**src/rtl/bd_pkg.sv**
```systemverilog
// Shared types and constants for the baggage-drop hatch sequencer.
// State encodings are visible on state_dbg, so their values are fixed.
package bd_pkg;

  typedef enum logic [2:0] {
    S_IDLE  = 3'd0,
    S_ARM   = 3'd1,
    S_OPEN  = 3'd2,
    S_CLOSE = 3'd3,
    S_DONE  = 3'd4
  } state_e;

  localparam int UNITS_W = 16;
  localparam int COUNT_W = 8;

  localparam int DEF_CYCLES_PER_UNIT = 1000;
  localparam int DEF_DEBOUNCE_CYCLES = 4;
  localparam int DEF_CLOSE_CYCLES    = 16;

  localparam logic [COUNT_W-1:0] DROP_COUNT_MAX = 8'd255;

  // A zero fall time still opens the hatch for one unit.
  function automatic logic [UNITS_W-1:0] clamp_units(input logic [UNITS_W-1:0] t);
    return (t == '0) ? UNITS_W'(1) : t;
  endfunction

endpackage

```
**src/rtl/drop_sequencer_if.sv**
```systemverilog
// Decision inputs from baggage_drop and hatch status outputs of the sequencer.
interface drop_sequencer_if;
  import bd_pkg::*;

  logic               drop_en;
  logic               drop_activated;
  logic [UNITS_W-1:0] t_act;
  logic               hatch_open;
  logic               busy;
  logic               done;
  logic               aborted;
  logic [COUNT_W-1:0] drop_count;
  logic [2:0]         state_dbg;

  modport master (
    output drop_en, drop_activated, t_act,
    input  hatch_open, busy, done, aborted, drop_count, state_dbg
  );

  modport slave (
    input  drop_en, drop_activated, t_act,
    output hatch_open, busy, done, aborted, drop_count, state_dbg
  );
endinterface

```
**src/rtl/unit_timer.sv**
```systemverilog
// Prescaler plus 16-bit unit down-counter; expired_o flags the final unit's last cycle.
module unit_timer
  import bd_pkg::*;
#(
    parameter int CYCLES_PER_UNIT = DEF_CYCLES_PER_UNIT
) (
    input  logic               clk,
    input  logic               rst_n,
    input  logic               load_i,
    input  logic [UNITS_W-1:0] units_i,
    input  logic               en_i,
    output logic               expired_o
);

    localparam int PW = $clog2(CYCLES_PER_UNIT) + 1;
    localparam logic [PW-1:0] PRESC_LAST = PW'(CYCLES_PER_UNIT - 1);

    logic [PW-1:0]      presc_q;
    logic [UNITS_W-1:0] units_q;
    logic               wrap;

    assign wrap      = (presc_q == PRESC_LAST);
    assign expired_o = en_i && wrap && (units_q == UNITS_W'(1));

    always_ff @(posedge clk) begin
        if (!rst_n) begin
            presc_q <= '0;
            units_q <= '0;
        end else if (load_i) begin
            presc_q <= '0;
            units_q <= units_i;
        end else if (en_i) begin
            if (wrap) begin
                presc_q <= '0;
                // Holding at 1 keeps the counter from ever wrapping.
                if (units_q != UNITS_W'(1)) units_q <= units_q - UNITS_W'(1);
            end else begin
                presc_q <= presc_q + PW'(1);
            end
        end
    end

endmodule

```
**src/rtl/drop_sequencer.sv**
```systemverilog
// Timed hatch controller: debounce, open for t_act units, fixed close, then wait
// for drop_en to fall so that each enable assertion yields at most one drop.
module drop_sequencer
  import bd_pkg::*;
#(
    parameter int CYCLES_PER_UNIT = DEF_CYCLES_PER_UNIT,
    parameter int DEBOUNCE_CYCLES = DEF_DEBOUNCE_CYCLES,
    parameter int CLOSE_CYCLES    = DEF_CLOSE_CYCLES
) (
    input  logic             clk,
    input  logic             rst_n,
    drop_sequencer_if.slave  bus
);

    localparam int DW = $clog2(DEBOUNCE_CYCLES) + 1;
    localparam int CW = $clog2(CLOSE_CYCLES) + 1;
    localparam logic [DW-1:0] DEB_LAST   = DW'(DEBOUNCE_CYCLES);
    localparam logic [CW-1:0] CLOSE_LAST = CW'(CLOSE_CYCLES - 1);

    state_e             state_q;
    logic [DW-1:0]      deb_q;
    logic [CW-1:0]      close_q;
    logic               hatch_q;
    logic               busy_q;
    logic               done_q;
    logic               aborted_q;
    logic [COUNT_W-1:0] count_q;

    logic arm_ok;
    logic arm_fire;
    logic expired;

    assign arm_ok   = bus.drop_activated && bus.drop_en;
    assign arm_fire = (state_q == S_ARM) && arm_ok && (deb_q >= DEB_LAST);

    unit_timer #(
        .CYCLES_PER_UNIT(CYCLES_PER_UNIT)
    ) u_timer (
        .clk       (clk),
        .rst_n     (rst_n),
        .load_i    (arm_fire),
        .units_i   (clamp_units(bus.t_act)),
        .en_i      (state_q == S_OPEN),
        .expired_o (expired)
    );

    always_ff @(posedge clk) begin
        if (!rst_n) begin
            state_q   <= S_IDLE;
            deb_q     <= '0;
            close_q   <= '0;
            hatch_q   <= 1'b0;
            busy_q    <= 1'b0;
            done_q    <= 1'b0;
            aborted_q <= 1'b0;
            count_q   <= '0;
        end else begin
            done_q <= 1'b0;
            case (state_q)
                S_IDLE: begin
                    if (bus.drop_activated) begin
                        state_q   <= S_ARM;
                        deb_q     <= DW'(1);
                        busy_q    <= 1'b1;
                        aborted_q <= 1'b0;
                    end
                end
                S_ARM: begin
                    // Losing the request while debouncing is a glitch, not an abort.
                    if (!arm_ok) begin
                        state_q <= S_IDLE;
                        busy_q  <= 1'b0;
                    end else if (arm_fire) begin
                        state_q <= S_OPEN;
                        hatch_q <= 1'b1;
                    end else begin
                        deb_q <= deb_q + DW'(1);
                    end
                end
                S_OPEN: begin
                    if (!bus.drop_en || expired) begin
                        state_q <= S_CLOSE;
                        hatch_q <= 1'b0;
                        close_q <= '0;
                        if (!bus.drop_en) aborted_q <= 1'b1;
                    end
                end
                S_CLOSE: begin
                    if (close_q == CLOSE_LAST) begin
                        state_q <= S_DONE;
                        busy_q  <= 1'b0;
                        if (!aborted_q) begin
                            done_q <= 1'b1;
                            if (count_q != DROP_COUNT_MAX) count_q <= count_q + COUNT_W'(1);
                        end
                    end else begin
                        close_q <= close_q + CW'(1);
                    end
                end
                S_DONE: begin
                    if (!bus.drop_en) state_q <= S_IDLE;
                end
                default: begin
                    state_q <= S_IDLE;
                    hatch_q <= 1'b0;
                    busy_q  <= 1'b0;
                end
            endcase
        end
    end

    assign bus.hatch_open = hatch_q;
    assign bus.busy       = busy_q;
    assign bus.done       = done_q;
    assign bus.aborted    = aborted_q;
    assign bus.drop_count = count_q;
    assign bus.state_dbg  = state_q;

endmodule

```
**src/flat_wrapper.sv**
```systemverilog
// flat-port wrapper written by rule: the top's interface ports become plain ports
module drop_sequencer_flat import bd_pkg::*;
#(
    parameter int CYCLES_PER_UNIT = DEF_CYCLES_PER_UNIT,
    parameter int DEBOUNCE_CYCLES = DEF_DEBOUNCE_CYCLES,
    parameter int CLOSE_CYCLES    = DEF_CLOSE_CYCLES
)
  (clk, rst_n, bus_drop_en, bus_drop_activated, bus_t_act, bus_hatch_open, bus_busy, bus_done, bus_aborted, bus_drop_count, bus_state_dbg);
  drop_sequencer_if bus_i ();
  input  logic clk;
  input  logic rst_n;
  input wire logic [$bits(bus_i.drop_en)-1:0] bus_drop_en;
  input wire logic [$bits(bus_i.drop_activated)-1:0] bus_drop_activated;
  input wire logic [$bits(bus_i.t_act)-1:0] bus_t_act;
  output wire logic [$bits(bus_i.hatch_open)-1:0] bus_hatch_open;
  output wire logic [$bits(bus_i.busy)-1:0] bus_busy;
  output wire logic [$bits(bus_i.done)-1:0] bus_done;
  output wire logic [$bits(bus_i.aborted)-1:0] bus_aborted;
  output wire logic [$bits(bus_i.drop_count)-1:0] bus_drop_count;
  output wire logic [$bits(bus_i.state_dbg)-1:0] bus_state_dbg;
  assign bus_i.drop_en = bus_drop_en;
  assign bus_i.drop_activated = bus_drop_activated;
  assign bus_i.t_act = bus_t_act;
  assign bus_hatch_open = bus_i.hatch_open;
  assign bus_busy = bus_i.busy;
  assign bus_done = bus_i.done;
  assign bus_aborted = bus_i.aborted;
  assign bus_drop_count = bus_i.drop_count;
  assign bus_state_dbg = bus_i.state_dbg;
  drop_sequencer #(.CYCLES_PER_UNIT(CYCLES_PER_UNIT), .DEBOUNCE_CYCLES(DEBOUNCE_CYCLES), .CLOSE_CYCLES(CLOSE_CYCLES)) u_core (.clk(clk), .rst_n(rst_n), .bus(bus_i));
endmodule
```
**config.mk**
```make
export PLATFORM = sky130hd
export DESIGN_NAME = drop_sequencer_flat
export DESIGN_NICKNAME = d
export VERILOG_FILES = /design/src/rtl/bd_pkg.sv /design/src/rtl/drop_sequencer_if.sv /design/src/rtl/unit_timer.sv /design/src/rtl/drop_sequencer.sv /design/src/flat_wrapper.sv
export SDC_FILE = /design/constraint.sdc
export NUM_CORES = 1
export LEC_CHECK = 0
export CAP_MARGIN = 0
export CORE_MARGIN = 4
export CORE_UTILIZATION = 54
export DETAILED_ROUTE_END_ITERATION = 16
export HOLD_SLACK_MARGIN = 0.08
export PLACE_DENSITY = 0.78
export SLEW_MARGIN = 20
export SYNTH_ARGS = -nofsm -noshare
export SYNTH_HDL_FRONTEND = slang
export SYNTH_SLANG_ARGS = --single-unit
```
**constraint.sdc**
```tcl
create_clock -name clk -period 3.85 [get_ports clk]
set_input_delay 0.77 -clock clk [delete_from_list [all_inputs] [get_ports clk]]
set_output_delay 0.77 -clock clk [all_outputs]
set_load 0.005 [all_outputs]
```
== Word-level counts from Yosys, hierarchy flattened ==
Index checks and enable logic that the tools add are counted.
Storage, ports and cells
  flip-flop bits (word level): 50
  bits of input ports: 20
  output and inout bits: 15
  logic and storage cells: 99
Operators by class
  $add $sub $neg: 5
  order comparisons: 1
  eq/ne operators: 20
  muxes and demuxes: 32
  bitwise logic cells: 4
  reduce and logical (&&, ||, !) cells: 27
Operator list (count)
  two-way mux 16 bit: 5
  two-way mux 3 bit: 8
  AND reduction 4 bit: 5
  == test 16 x 1 -> 1 bit (second input constant): 1
  logical NOT 16 bit: 1
  != test 16 x 1 -> 1 bit (second input constant): 1
  subtractor 16 x 1 -> 16 bit (second input constant): 1
  case mux 3 bit (5 select lines): 1
  != test 2 bit (second input constant): 6
  nonzero test 2 bit: 6
  adder 11 x 1 -> 11 bit (second input constant): 1
  == test 11 x 10 -> 1 bit (second input constant): 1
  two-way mux 11 bit: 1
  two-way mux 1 bit: 10
  two-way mux 5 bit: 2
  case mux 5 bit (2 select lines): 1
  AND reduction 3 bit: 3
  adder 8 x 1 -> 8 bit (second input constant): 1
  != test 2 x 1 -> 1 bit (second input constant): 4
  != test 8 bit (second input constant): 1
  == test 3 x 2 -> 1 bit (second input constant): 2
  case mux 3 bit (2 select lines): 1
  adder 5 x 1 -> 5 bit (second input constant): 1
  == test 5 x 4 -> 1 bit (second input constant): 1
  other kinds (16): 24

== Longest topological paths before layout ==
Gate-level depths: netlist of the first run.
  depth in word-level cells: 6
  depth in mapped cells: 8
  mapped depth without buffers: 8

== By module ==
From an unflattened synthesis of the first run, not the netlist that was laid out.
Second synthesis, totals
  cells, all modules: 333
  area total of the unflattened synthesis: 2742.6 um^2
By module, submodules not included
  unit_timer: instances 1, cells an instance 165, area each 1427.6 um^2, seq. area each 540.5 um^2
  drop_sequencer: instances 1, cells an instance 168, area each 1315.0 um^2, seq. area each 460.4 um^2

== Worst setup path after synthesis of the first run ==
Ideal clock, no wire load.
  kind: reg2reg
  from: reg u_core.state_q[1] (netlist: u_core.bus.state_dbg[1])
  to: reg u_core.u_timer.units_q[2]
  library setup time: 0.120 ns
  data arrival time: 1.998 ns
  required time: 3.730 ns
  slack: 1.732 ns
  stages on the path, launching flop included: 9
  buffers on the path: 3
  period minus slack after synthesis: 2.118 ns
  cell sequence: dfxtp_1 buf_2 or3b_1 buf_2 nor4_4 a21boi_2 buf_4 a21oi_1 o31a_1
On the way
  cells in the longest elaborated chain, start to end: 5
  elaborated cells on any way between the ends: 9
  classes of those cells: 2 x eq/ne; 1 x mux; 6 x reduce/logical
RTL lines
  start: declaration: RTL line drop_sequencer.sv:20  | state_e state_q;
  start signal: assignment: RTL line drop_sequencer.sv:49  | state_q <= S_IDLE;
  start signal: assignment: RTL line drop_sequencer.sv:62  | state_q <= S_ARM;
  start signal: assignment: RTL line drop_sequencer.sv:71  | state_q <= S_IDLE;
  == test 3 x 1 -> 1 bit: RTL line drop_sequencer.sv:34  | assign arm_fire = (state_q == S_ARM) && arm_ok && (deb_q >= DEB_LAST);
  logical AND 1 bit (2 in series): RTL line drop_sequencer.sv:34
  nonzero test 2 bit (no source line)
  AND reduction 3 bit (no source line)
  end signal: assignment: RTL line unit_timer.sv:31  | units_q <= units_i;
  end signal: assignment: RTL line unit_timer.sv:36  | if (units_q != UNITS_W'(1)) units_q <= units_q - UNITS_W'(1);
  end: declaration: RTL line unit_timer.sv:19  | logic [UNITS_W-1:0] units_q;
Parallel ways exist; a longest one is shown, timed or not.
A chain may end at the register's enable or synchronous reset.

== Worst setup path after layout of the first run ==
  from: reg u_core.state_q[1] (netlist: u_core.bus.state_dbg[1])
  to: reg u_core.u_timer.units_q[11]
The elaborated chain is that of the path after synthesis.

==> metrics.md, run 1 <==
| Metric | Value |
|---|---|
| Htree depth | `2` |
| Final wirelength | `6410 µm` |
| Clk sinks | `50` |
| Netlist cell types | `56` |
| Die Wd | `78.2 µm` |
| Initial Util | `55.9%` |
| Clk slew on worst S/H paths | `0.10 ns` |
| Syn nets | `346` |
| CP startpoint kind | `register` |
| Die area | `0.00611 mm²` |
| Switching Share | `23.7%` |
| ANT nets after route | `0` |
| Largest net degree at the start of global routing | `23` |
| Post-Synth Adder-Cell Area | `3.29%` |
| Iter 0 DRT Violations | `217` |
| Finish-stage setup viols | `0` |
| TNS Setup | `0 ns` |
| Most frequent cells in the layout | `dfxtp_1, nor2_1, clkdlybuf4s50_1` |
| Post-Syn Area | `0.00266 mm²` |
| Mapped Cells | `319` |
| Worst hold-check path type | `register to register` |
| Measured slew at the worst slew-check pin | `0.772 ns` |
| Int Pwr | `0.000703 W` |
| Cell row count | `25` |
| Logic pwr share | `7.7%` |
| Yosys reg bits | `50` |
| Antenna Cells | `0` |
| Most common cell after layout, fill and taps aside | `dfxtp_1` |
| Via count | `2537` |
| Multiplexer share of the synthesized area | `1.51%` |
| Multi-input logic area | `0.00156 mm²` |
| Routed len/inst | `15.3 µm` |
| Final slew viol count | `0` |
| P&R area growth vs syn | `18.2%` |
| XOR/XNOR Fraction of Synth Area | `5.93%` |
| GRT Total Usage | `21.4%` |
| Warnings, synthesis | `0` |
| Clk Latency, worst-skew pair | `0.31 ns` |
| First-pass GRT wire length | `10600 µm` |
| Filler cells | `431` |
| Buf+Inv Stages, Crit Path | `0` |
| DRC Markers | `0` |
| Synth Area in Compound Gates | `19.5%` |
| Number of global-route vias before repair | `2319` |
| Status | `completed` |
| Drt first pass iters | `4` |
| Critical-path cell list | `or3b_1 -> nor4_4 -> a21boi_2 -> o21ai_1 -> o22ai_1` |
| CP peak stage delay | `0.58 ns` |
| Post-synth ARST share | `0%` |
| Max Cap Viol | `0` |
| Largest family of logic cells by synthesized area | `simple AND/OR/NAND/NOR gates` |
| Fmax | `379 MHz` |
| CP delay by family, top | `compound AO/OA/AOI/OAI gates` |
| Critical Path Slowest Stage Cell | `a21boi_2` |
| Chip Height | `78.2 µm` |
| Initial antenna violation count | `0` |
| Buffers on Ports | `34` |
| Grt ovf | `0` |
| Setup bufs post-CTS | `0` |
| I/O pin count | `35` |
| Power Density | `293 mW/mm²` |
| Syn_area_per_cell | `8.33 µm²` |
| Final core occ | `66.1%` |
| CTS Buffer Depth | `2` |
| RSZ-0062 raised after global routing | `no` |
| Crit end category | `register` |
| Crit path time final | `2.64 ns` |
| Critical path type | `register to register` |
| Switching pwr | `0.000218 W` |
| P_leak | `1.13 nW` |
| Post-synthesis sequential area ratio | `37.6%` |
| Ys flop type | `dfxtp_1` |
| CP Max Fanout | `12` |
| CTS tree | `yes` |
| Core box area | `0.00475 mm²` |
| Post-synth EDFFs | `0` |
| Storage cell area | `0.00100 mm²` |
| Final hold violation count | `0` |
| Simple logic cell fraction of the synthesized area | `28.6%` |
| Share of total power in the clock network | `35.0%` |
| Clock buffer count from CTS | `5` |
| Hold slack | `0.488 ns` |
| Arrival @ worst endpoint | `2.87 ns` |
| CP required | `4.08 ns` |
| Vias/cell | `6.05` |
| Flop pwr share | `57.3%` |
| Clock root cell | `clkbuf_8` |
| Nets | `378` |
| Worst vdd ir | `0.248 mV` |
| Clock Skew | `0.0131 ns` |
| DP HPWL | `4720 µm` |
| Hold buffers post-CTS | `0` |
| Placer Congestion | `0.878` |
| Max_slew headroom | `48.3%` |
| Final period util | `68.6%` |
| Share of cells above drive strength 1 | `5.11%` |
| CTS resizes | `0` |
-- routing by layer --
metal  vias to the layer above  wire (µm)  global-route usage (%)
met5                         -          0                       0
met1                      1188       2860                    27.3
li1                       1253          -                       -
met2                        83       3060                    35.9
met4                         0         90                    7.17
met3                        13        403                    4.70
-- worst paths after layout --
| check | endpoint | from | slack, ns | cells after the start |
|---|---|---|---|---|
| hold / removal | u_core.close_q[3] | u_core.close_q[3] | 0.49 | 2 |
| setup reg to reg | u_core.u_timer.units_q[11] | u_core.bus.state_dbg[1] | 1.21 | 5 |
| hold reg to reg | u_core.close_q[3] | u_core.close_q[3] | 0.49 | 2 |
| setup / recovery | u_core.u_timer.units_q[11] | u_core.bus.state_dbg[1] | 1.21 | 5 |
-- cells in the mapped netlist, drive strengths merged (2+ instances only) --
| library cell | count | area share (%) |
|---|---|---|
| a21boi | 2 | 0.71 |
| a21oi | 18 | 3.4 |
| a221oi | 2 | 0.89 |
| a22oi | 4 | 1.1 |
| a311oi | 2 | 0.66 |
| a31oi | 6 | 1.4 |
| a32oi | 4 | 1.3 |
| and2 | 4 | 0.94 |
| and3 | 5 | 1.2 |
| and4 | 3 | 0.99 |
| buf | 5 | 1.0 |
| clkbuf | 6 | 0.85 |
| dfxtp | 50 | 38 |
| ha | 7 | 3.3 |
| inv | 12 | 1.7 |
| mux2i | 4 | 1.5 |
| nand2 | 27 | 3.8 |
| nand2b | 7 | 1.6 |
| nand3 | 10 | 1.9 |
| nand4 | 5 | 1.2 |
| nor2 | 35 | 4.9 |
| nor2b | 2 | 0.47 |
| nor3 | 12 | 2.3 |
| nor3b | 4 | 1.1 |
| nor4 | 11 | 3.4 |
| nor4b | 2 | 0.66 |
| o2111ai | 5 | 1.6 |
| o21ai | 13 | 2.6 |
| o22ai | 7 | 1.6 |
| o31ai | 5 | 1.4 |
| or3 | 6 | 1.4 |
| or4 | 3 | 0.99 |
| xnor2 | 10 | 3.3 |
| xor2 | 8 | 2.6 |
-- power by group through the flow --
stage / combinational (W) / sequential, W / clock [W]
floorplan: 0.0000322 / 0.000539 / 0
global placement: 0.0000700 / 0.000540 / 0
detailed placement: 0.0000708 / 0.000540 / 0
CTS: 0.0000710 / 0.000528 / 0.000331
global route: 0.0000770 / 0.000529 / 0.000349
finish: 0.0000709 / 0.000528 / 0.000323
-- logic make-up (layout without fill, tap and decap cells) --
kind of cell,Yosys count,count (layout)
multiplexers,4,4
adder cells (fa/ha/maj),7,7
flip-flops,50,50
AND/OR/NAND/NOR,141,141
XOR/XNOR,18,18
buffers and inverters,23,56
AO/OA/AOI/OAI,76,76
-- worst min-delay path, stage by stage, from the launching register on --
cell and delay [ns]:
dfxtp_1 0.34, nand2_1 0.06, mux2i_1 0.05
-- through the flow --
| stage | worst slack [ns] | cells | power [W] | area (µm²) |
|---|---|---|---|---|
| detailed placement | 1.16 | 411 | 0.000611 | 3050 |
| global placement | 1.19 | 411 | 0.000610 | 3050 |
| floorplan | 1.73 | 319 | 0.000571 | 2660 |
| global route | 1.07 | 419 | 0.000955 | 3140 |
| finish | 1.21 | 419 | 0.000922 | 3140 |
| CTS | 1.26 | 419 | 0.000930 | 3140 |
-- layout make-up --
cell class | count | share of cell area [%]
Multi-Input combinational cell | 246 | 49.7
Inverter | 12 | 1.43
Clock buffer | 6 | 2.63
Tap cell | 67 | 2.67
Sequential cell | 50 | 31.8
Timing Repair Buffer | 36 | 11.3
Clock inverter | 2 | 0.398
-- flip-flops by register name (all words and copies together) (netlist names) --
| name | flops |
|---|---|
| u_core.bus.aborted | 1 |
| u_core.bus.busy | 1 |
| u_core.bus.done | 1 |
| u_core.bus.drop_count | 8 |
| u_core.bus.hatch_open | 1 |
| u_core.bus.state_dbg | 3 |
| u_core.close_q | 5 |
| u_core.deb_q | 3 |
| u_core.u_timer.presc_q | 11 |
| u_core.u_timer.units_q | 16 |
Power figures use the tool's default switching activity.
==> inputs of run 2 (changes only) <==
==> constraint.sdc (replaced) <==
create_clock -name clk -period 2.67 [get_ports clk]
set_input_delay 0.534 -clock clk [delete_from_list [all_inputs] [get_ports clk]]
set_output_delay 0.534 -clock clk [all_outputs]
set_load 0.005 [all_outputs]
==> metrics.md, run 2 (same netlist as run 1, synthesis figures left out) <==
| Metric | Value |
|---|---|
| Clock Skew | `0.00779 ns (was 0.0131 ns)` |
| Buffers on Ports | `34 (unchanged)` |
| Crit path time final | `2.38 ns (was 2.64 ns)` |
| Number of global-route vias before repair | `2307 (was 2319)` |
| Die area | `0.00611 mm² (unchanged)` |
| Max FFs per register | `16 (unchanged)` |
| Max Cap Viol | `0 (unchanged)` |
| Antenna Cells | `0 (unchanged)` |
| Most common cell after layout, fill and taps aside | `dfxtp_1 (unchanged)` |
| ANT nets after route | `0 (unchanged)` |
| Most frequent cells in the layout | `dfxtp_1, nor2_1, clkdlybuf4s50_1 (unchanged)` |
| Initial antenna violation count | `0 (unchanged)` |
| Reg2reg setup slack | `0.29 ns (was 1.21 ns)` |
| CP peak stage delay | `0.52 ns (was 0.58 ns)` |
| Critical Path Slowest Stage Cell | `or3b_1 (was a21boi_2)` |
| TNS Setup | `0 ns (unchanged)` |
| Final slew viol count | `0 (unchanged)` |
| Max_slew headroom | `46.7% (was 48.3%)` |
| Drt first pass iters | `4 (unchanged)` |
| Share of cells above drive strength 1 | `5.88% (was 5.11%)` |
| Buf+Inv Stages, Crit Path | `0 (unchanged)` |
| Final period util | `89.3% (was 68.6%)` |
| Hold slack | `0.480 ns (was 0.488 ns)` |
| Clk slew on worst S/H paths | `0.09 ns (was 0.10 ns)` |
| Reg with most FFs | `u_core.u_timer.units_q (unchanged)` |
| CP required | `2.90 ns (was 4.08 ns)` |
| Post-route setup slack | `0.287 ns (was 1.21 ns)` |
| Routed len/inst | `15.0 µm (was 15.3 µm)` |
| Crit end category | `register (unchanged)` |
| Iter 0 DRT Violations | `206 (was 217)` |
| Largest net degree at the start of global routing | `18 (was 23)` |
| Clk Latency, worst-skew pair | `0.30 ns (was 0.31 ns)` |
| Setup bufs post-CTS | `0 (unchanged)` |
| Setup WS pre-CTS | `0.216 ns (was 1.16 ns)` |
| Clock buffer count from CTS | `5 (unchanged)` |
| DP HPWL | `4850 µm (was 4720 µm)` |
| Nets | `384 (was 378)` |
| Cell row count | `25 (unchanged)` |
| Measured slew at the worst slew-check pin | `0.796 ns (was 0.772 ns)` |
| CTS resizes | `0 (unchanged)` |
| Clock root cell | `clkbuf_8 (unchanged)` |
| Worst hold-check path type | `register to register (unchanged)` |
| CP startpoint kind | `register (unchanged)` |
| Grt ovf | `0 (unchanged)` |
| RSZ-0062 raised after global routing | `no (unchanged)` |
| P_leak | `1.16 nW (was 1.13 nW)` |
| GRT Total Usage | `21.7% (was 21.4%)` |
| Vias/cell | `5.88 (was 6.05)` |
| Worst vdd ir | `0.480 mV (was 0.248 mV)` |
| Final wirelength | `6360 µm (was 6410 µm)` |
| DRC Markers | `0 (unchanged)` |
| CTS tree | `yes (unchanged)` |
| Placer Congestion | `0.950 (was 0.878)` |
| Via count | `2492 (was 2537)` |
| Initial Util | `55.9% (unchanged)` |
| Finish-stage setup viols | `0 (unchanged)` |
| Clk sinks | `50 (unchanged)` |
| Power Density | `402 mW/mm² (was 293 mW/mm²)` |
| I/O pin count | `35 (unchanged)` |
| P&R area growth vs syn | `19.5% (was 18.2%)` |
| CTS Buffer Depth | `2 (unchanged)` |
| Critical-path cell list | `or3b_1 -> nor4_4 -> a21boi_4 -> o21ai_1 -> o22ai_1 (was or3b_1 -> nor4_4 -> a21boi_2 -> o21ai_1 -> o22ai_1)` |
| Fmax | `420 MHz (was 379 MHz)` |
| Status | `completed (unchanged)` |
| First-pass GRT wire length | `10700 µm (was 10600 µm)` |
| Arrival @ worst endpoint | `2.61 ns (was 2.87 ns)` |
| Die Wd | `78.2 µm (unchanged)` |
| Critical path type | `register to register (unchanged)` |
| Htree depth | `2 (unchanged)` |
| Hold buffers post-CTS | `0 (unchanged)` |
| Core box area | `0.00475 mm² (unchanged)` |
| Chip Height | `78.2 µm (unchanged)` |
| Final hold violation count | `0 (unchanged)` |
| CP delay by family, top | `simple AND/OR/NAND/NOR gates (was compound AO/OA/AOI/OAI gates)` |
| CP Max Fanout | `12 (unchanged)` |
[run 2: cell types whose count changed in the layout (fill, tap and decap cells not counted), sizes merged]
cell and delta:
clkbuf +1, clkinv -1, buf +6, clkinvlp -1
[run 2: final timing paths]
path / startpoint / end / cells after the start
min reg2reg: u_core.close_q[3] / u_core.close_q[3] / 2
max: u_core.bus.state_dbg[1] / u_core.u_timer.units_q[11] / 5
min: u_core.close_q[3] / u_core.close_q[3] / 2
max reg2reg: u_core.bus.state_dbg[1] / u_core.u_timer.units_q[11] / 5
[run 2: through the flow]
stage / cells / instance area [µm²] / util [%] / power, W
floorplan: 319 / 2660 / - / 0.000823
global placement: 417 / 3090 / 65.1 / 0.000881
detailed placement: 417 / 3090 / 65.1 / 0.000882
CTS: 424 / 3170 / 66.7 / 0.00129
global route: 424 / 3180 / 66.8 / 0.00133
finish: 424 / 3180 / 66.8 / 0.00128
[run 2: layout make-up]
cell class	count	area, µm²
fillers	435	1580
flip-flops and latches	50	1000
inverters	12	45.0
multi-input cells	246	1570
clock buffers	7	76.3
well taps	67	83.8
repair buffers	42	400
[run 2: worst register-to-register path, delay by kind of cell (launching register included)]
family	cells	cell delay [ns]
flops	1	0.50
compound gates	3	0.91
simple gates	2	0.92
[run 2: metal layers]
metal  global-route usage, %  up-vias  routed length [µm]
met5                       0        -                   0
met4                    8.74        0                 159
met3                    4.24       15                 310
met2                    34.4       70                2960
met1                    29.0     1150                2930
li1                        -     1257                   -
[run 2: power breakdown]
group          switching (W)  total, W  internal (W)  leakage (nW)
registers         0.00000906  0.000761      0.000752         0.403
clock network       0.000232  0.000413      0.000181        0.0383
logic              0.0000498  0.000105     0.0000548         0.714
==> inputs of run 3 (changes only) <==
--- a/config.mk
+++ b/config.mk
@@ -14,4 +14,5 @@
 export SLEW_MARGIN = 20
 export SYNTH_ARGS = -nofsm -noshare
 export SYNTH_HDL_FRONTEND = slang
+export SYNTH_HIERARCHICAL = 1
 export SYNTH_SLANG_ARGS = --single-unit
==> metrics.md, run 3 <==
| Metric | Value |
|---|---|
| Status | `completed (unchanged)` |
| Largest family of logic cells by synthesized area | `simple AND/OR/NAND/NOR gates (unchanged)` |
| Netlist cell types | `56 (unchanged)` |
| Most frequent cell after synthesis | `dfxtp_1 (unchanged)` |
| Crit end category | `register (unchanged)` |
| Die area | `0.00628 mm² (was 0.00611 mm²)` |
| Syn_area_per_cell | `8.24 µm² (was 8.33 µm²)` |
| Worst vdd ir | `0.316 mV (was 0.480 mV)` |
| Post-Syn Area | `0.00274 mm² (was 0.00266 mm²)` |
| RSZ-0062 raised after global routing | `no (unchanged)` |
| Initial Util | `56.9% (was 55.9%)` |
| Critical path type | `register to register (unchanged)` |
| Max_slew headroom | `62.0% (was 46.7%)` |
| Setup WS pre-CTS | `0.293 ns (was 0.216 ns)` |
| Fin cells | `425 (was 424)` |
| Post-synth EDFFs | `0 (unchanged)` |
| Die Wd | `79.3 µm (was 78.2 µm)` |
| Chip Height | `79.3 µm (was 78.2 µm)` |
| Largest net degree at the start of global routing | `31 (was 18)` |
| Setup bufs post-CTS | `0 (unchanged)` |
| P_leak | `1.16 nW (about the same)` |
| Arrival @ worst endpoint | `2.65 ns (was 2.61 ns)` |
| Simple logic cell fraction of the synthesized area | `30.3% (was 28.6%)` |
| Fmax | `411 MHz (was 420 MHz)` |
| Max Cap Viol | `0 (unchanged)` |
| Area contributors post-synth | `dfxtp_1, nor2_1, a21oi_1 (was dfxtp_1, nor2_1, nand2_1)` |
| Post-synth ARST share | `0% (unchanged)` |
| Ys flop type | `dfxtp_1 (unchanged)` |
| GRT Total Usage | `19.3% (was 21.7%)` |
| Finish-stage setup viols | `0 (unchanged)` |
| Post-synthesis sequential area ratio | `36.5% (was 37.6%)` |
| Max FFs per register | `16 (unchanged)` |
| P&R area growth vs syn | `17.2% (was 19.5%)` |
| CP Max Fanout | `4 (was 12)` |
| Largest area contributor in the netlist | `dfxtp_1 (unchanged)` |
| CTS Buffer Depth | `2 (unchanged)` |
| CP startpoint kind | `register (unchanged)` |
| Worst hold-check path type | `register to register (unchanged)` |
| Clk Latency, worst-skew pair | `0.30 ns (about the same)` |
| Buffers on Ports | `34 (unchanged)` |
| XOR/XNOR Fraction of Synth Area | `7.03% (was 5.93%)` |
| Nets | `384 (unchanged)` |
| Final period util | `91.2% (was 89.3%)` |
| Syn nets | `360 (was 346)` |
| Hold slack | `0.471 ns (was 0.480 ns)` |
| Htree depth | `2 (unchanged)` |
| DP HPWL | `4350 µm (was 4850 µm)` |
| Final hold violation count | `0 (unchanged)` |
| Reg with most FFs | `u_core/u_timer/units_q (was u_core.u_timer.units_q)` |
| I/O pin count | `35 (unchanged)` |
| DRC Markers | `0 (unchanged)` |
| Hold buffers post-CTS | `0 (unchanged)` |
| CTS resizes | `0 (unchanged)` |
| Iter 0 DRT Violations | `204 (was 206)` |
| Vias/cell | `5.76 (was 5.88)` |
| Post-Synth Adder-Cell Area | `3.19% (was 3.29%)` |
| TNS Setup | `0 ns (unchanged)` |
| Clock root cell | `clkbuf_8 (unchanged)` |
| Initial antenna violation count | `0 (unchanged)` |
| Number of global-route vias before repair | `2218 (was 2307)` |
| Yosys reg bits | `50 (unchanged)` |
| Final slew viol count | `0 (unchanged)` |
| Multiplexer share of the synthesized area | `1.82% (was 1.51%)` |
| Commonest cells in the synthesized netlist | `dfxtp_1, nor2_1, a21oi_1 (was dfxtp_1, nor2_1, nand2_1)` |
| Mapped Cells | `333 (was 319)` |
| Measured slew at the worst slew-check pin | `0.563 ns (was 0.796 ns)` |
| CTS tree | `yes (unchanged)` |
| Clk sinks | `50 (unchanged)` |
| Final wirelength | `5870 µm (was 6360 µm)` |
| Synth Area in Compound Gates | `15.9% (was 19.5%)` |
| Cell row count | `25 (unchanged)` |
| First-pass GRT wire length | `9980 µm (was 10700 µm)` |
| Share of cells above drive strength 1 | `7.82% (was 5.88%)` |
| Most frequent cells in the layout | `dfxtp_1, nor2_1, clkdlybuf4s50_1 (unchanged)` |
| Synth top area share | `36.5% (was 37.6%)` |
| Post-route setup slack | `0.235 ns (was 0.287 ns)` |
| Clock buffer count from CTS | `5 (unchanged)` |
| Antenna Cells | `0 (unchanged)` |
| Crit path time final | `2.44 ns (was 2.38 ns)` |
| Filler cells | `427 (was 435)` |
| Most common cell after layout, fill and taps aside | `dfxtp_1 (unchanged)` |
| Total chip power | `0.00156 W (was 0.00128 W)` |
| Drt first pass iters | `4 (unchanged)` |
| Core box area | `0.00482 mm² (was 0.00475 mm²)` |
| Clk slew on worst S/H paths | `0.09 ns (about the same)` |
| ANT nets after route | `0 (unchanged)` |
| Warnings, synthesis | `6 (was 0)` |
| Placer Congestion | `0.881 (was 0.950)` |
| CP required | `2.88 ns (was 2.90 ns)` |
| Post-Place Cells | `417 (unchanged)` |
| Power Density | `485 mW/mm² (was 402 mW/mm²)` |
| Grt ovf | `0 (unchanged)` |
| Routed len/inst | `13.8 µm (was 15.0 µm)` |
| Clock Skew | `0.00557 ns (was 0.00779 ns)` |
| Via count | `2450 (was 2492)` |
## run 3: per-layer routing
metal	wire (µm)	GRT usage [%]	up-vias	share of wire (%)
met5	0	0	-	0
met4	70	6.01	0	1.2
met3	311	3.63	8	5.3
met2	2630	30.2	59	45
met1	2860	27.0	1125	49
li1	-	-	1258	-
## run 3: area by class of cell
class                      instances  area, µm²  share of cell area, %
multi-input combinational        247       1600                   49.7
sequential                        50       1000                   31.1
timing repair buffer              43        408                   12.7
tap                               67       83.8                   2.61
clock buffer                       5       68.8                   2.14
inverter                          10       37.5                   1.17
clock inverter                     3       18.8                  0.584
## run 3: through the flow
stage / util (%) / area, µm²
final: 66.8 / 3220
after global placement: 64.9 / 3130
after floorplan: - / 2740
after CTS: 66.8 / 3220
after global routing: 66.8 / 3220
after detailed placement: 64.9 / 3130
## run 3: worst max-delay path, cell delays in order, from the launching register on
cell      delay, ns
dfxtp_1        0.33
nor2b_1        0.25
and2_1         0.21
nand4_2        0.14
or3_1          0.45
nor2_1         0.24
nor3b_1        0.08
o211ai_1       0.28
a31oi_1        0.12
a311oi_1       0.24
## run 3: power breakdown
part | total [W] | internal, W | leakage, nW | switching (W)
Clock | 0.000438 | 0.000185 | 0.0483 | 0.000253
Sequential | 0.000794 | 0.000775 | 0.404 | 0.0000191
Combinational | 0.000329 | 0.000158 | 0.706 | 0.000170
## run 3: worst paths after layout
path / startpoint / cells past startpoint / to / slack (ns)
setup / recovery: u_core/bus.state_dbg[1] / 9 / u_core/bus.state_dbg[1] / 0.23
hold / removal: u_core/bus.busy / 2 / u_core/bus.busy / 0.47
setup reg to reg: u_core/bus.state_dbg[1] / 9 / u_core/bus.state_dbg[1] / 0.23
hold reg to reg: u_core/bus.busy / 2 / u_core/bus.busy / 0.47
## run 3: cell families (layout without fill, tap and decap cells)
kind of cell / after synthesis / count (layout)
AND/OR/NAND/NOR: 141 / 141
AO/OA/AOI/OAI: 72 / 72
flip-flops: 50 / 50
buffers and inverters: 36 / 61
XOR/XNOR: 22 / 22
adder cells (fa/ha/maj): 7 / 7
multiplexers: 5 / 5
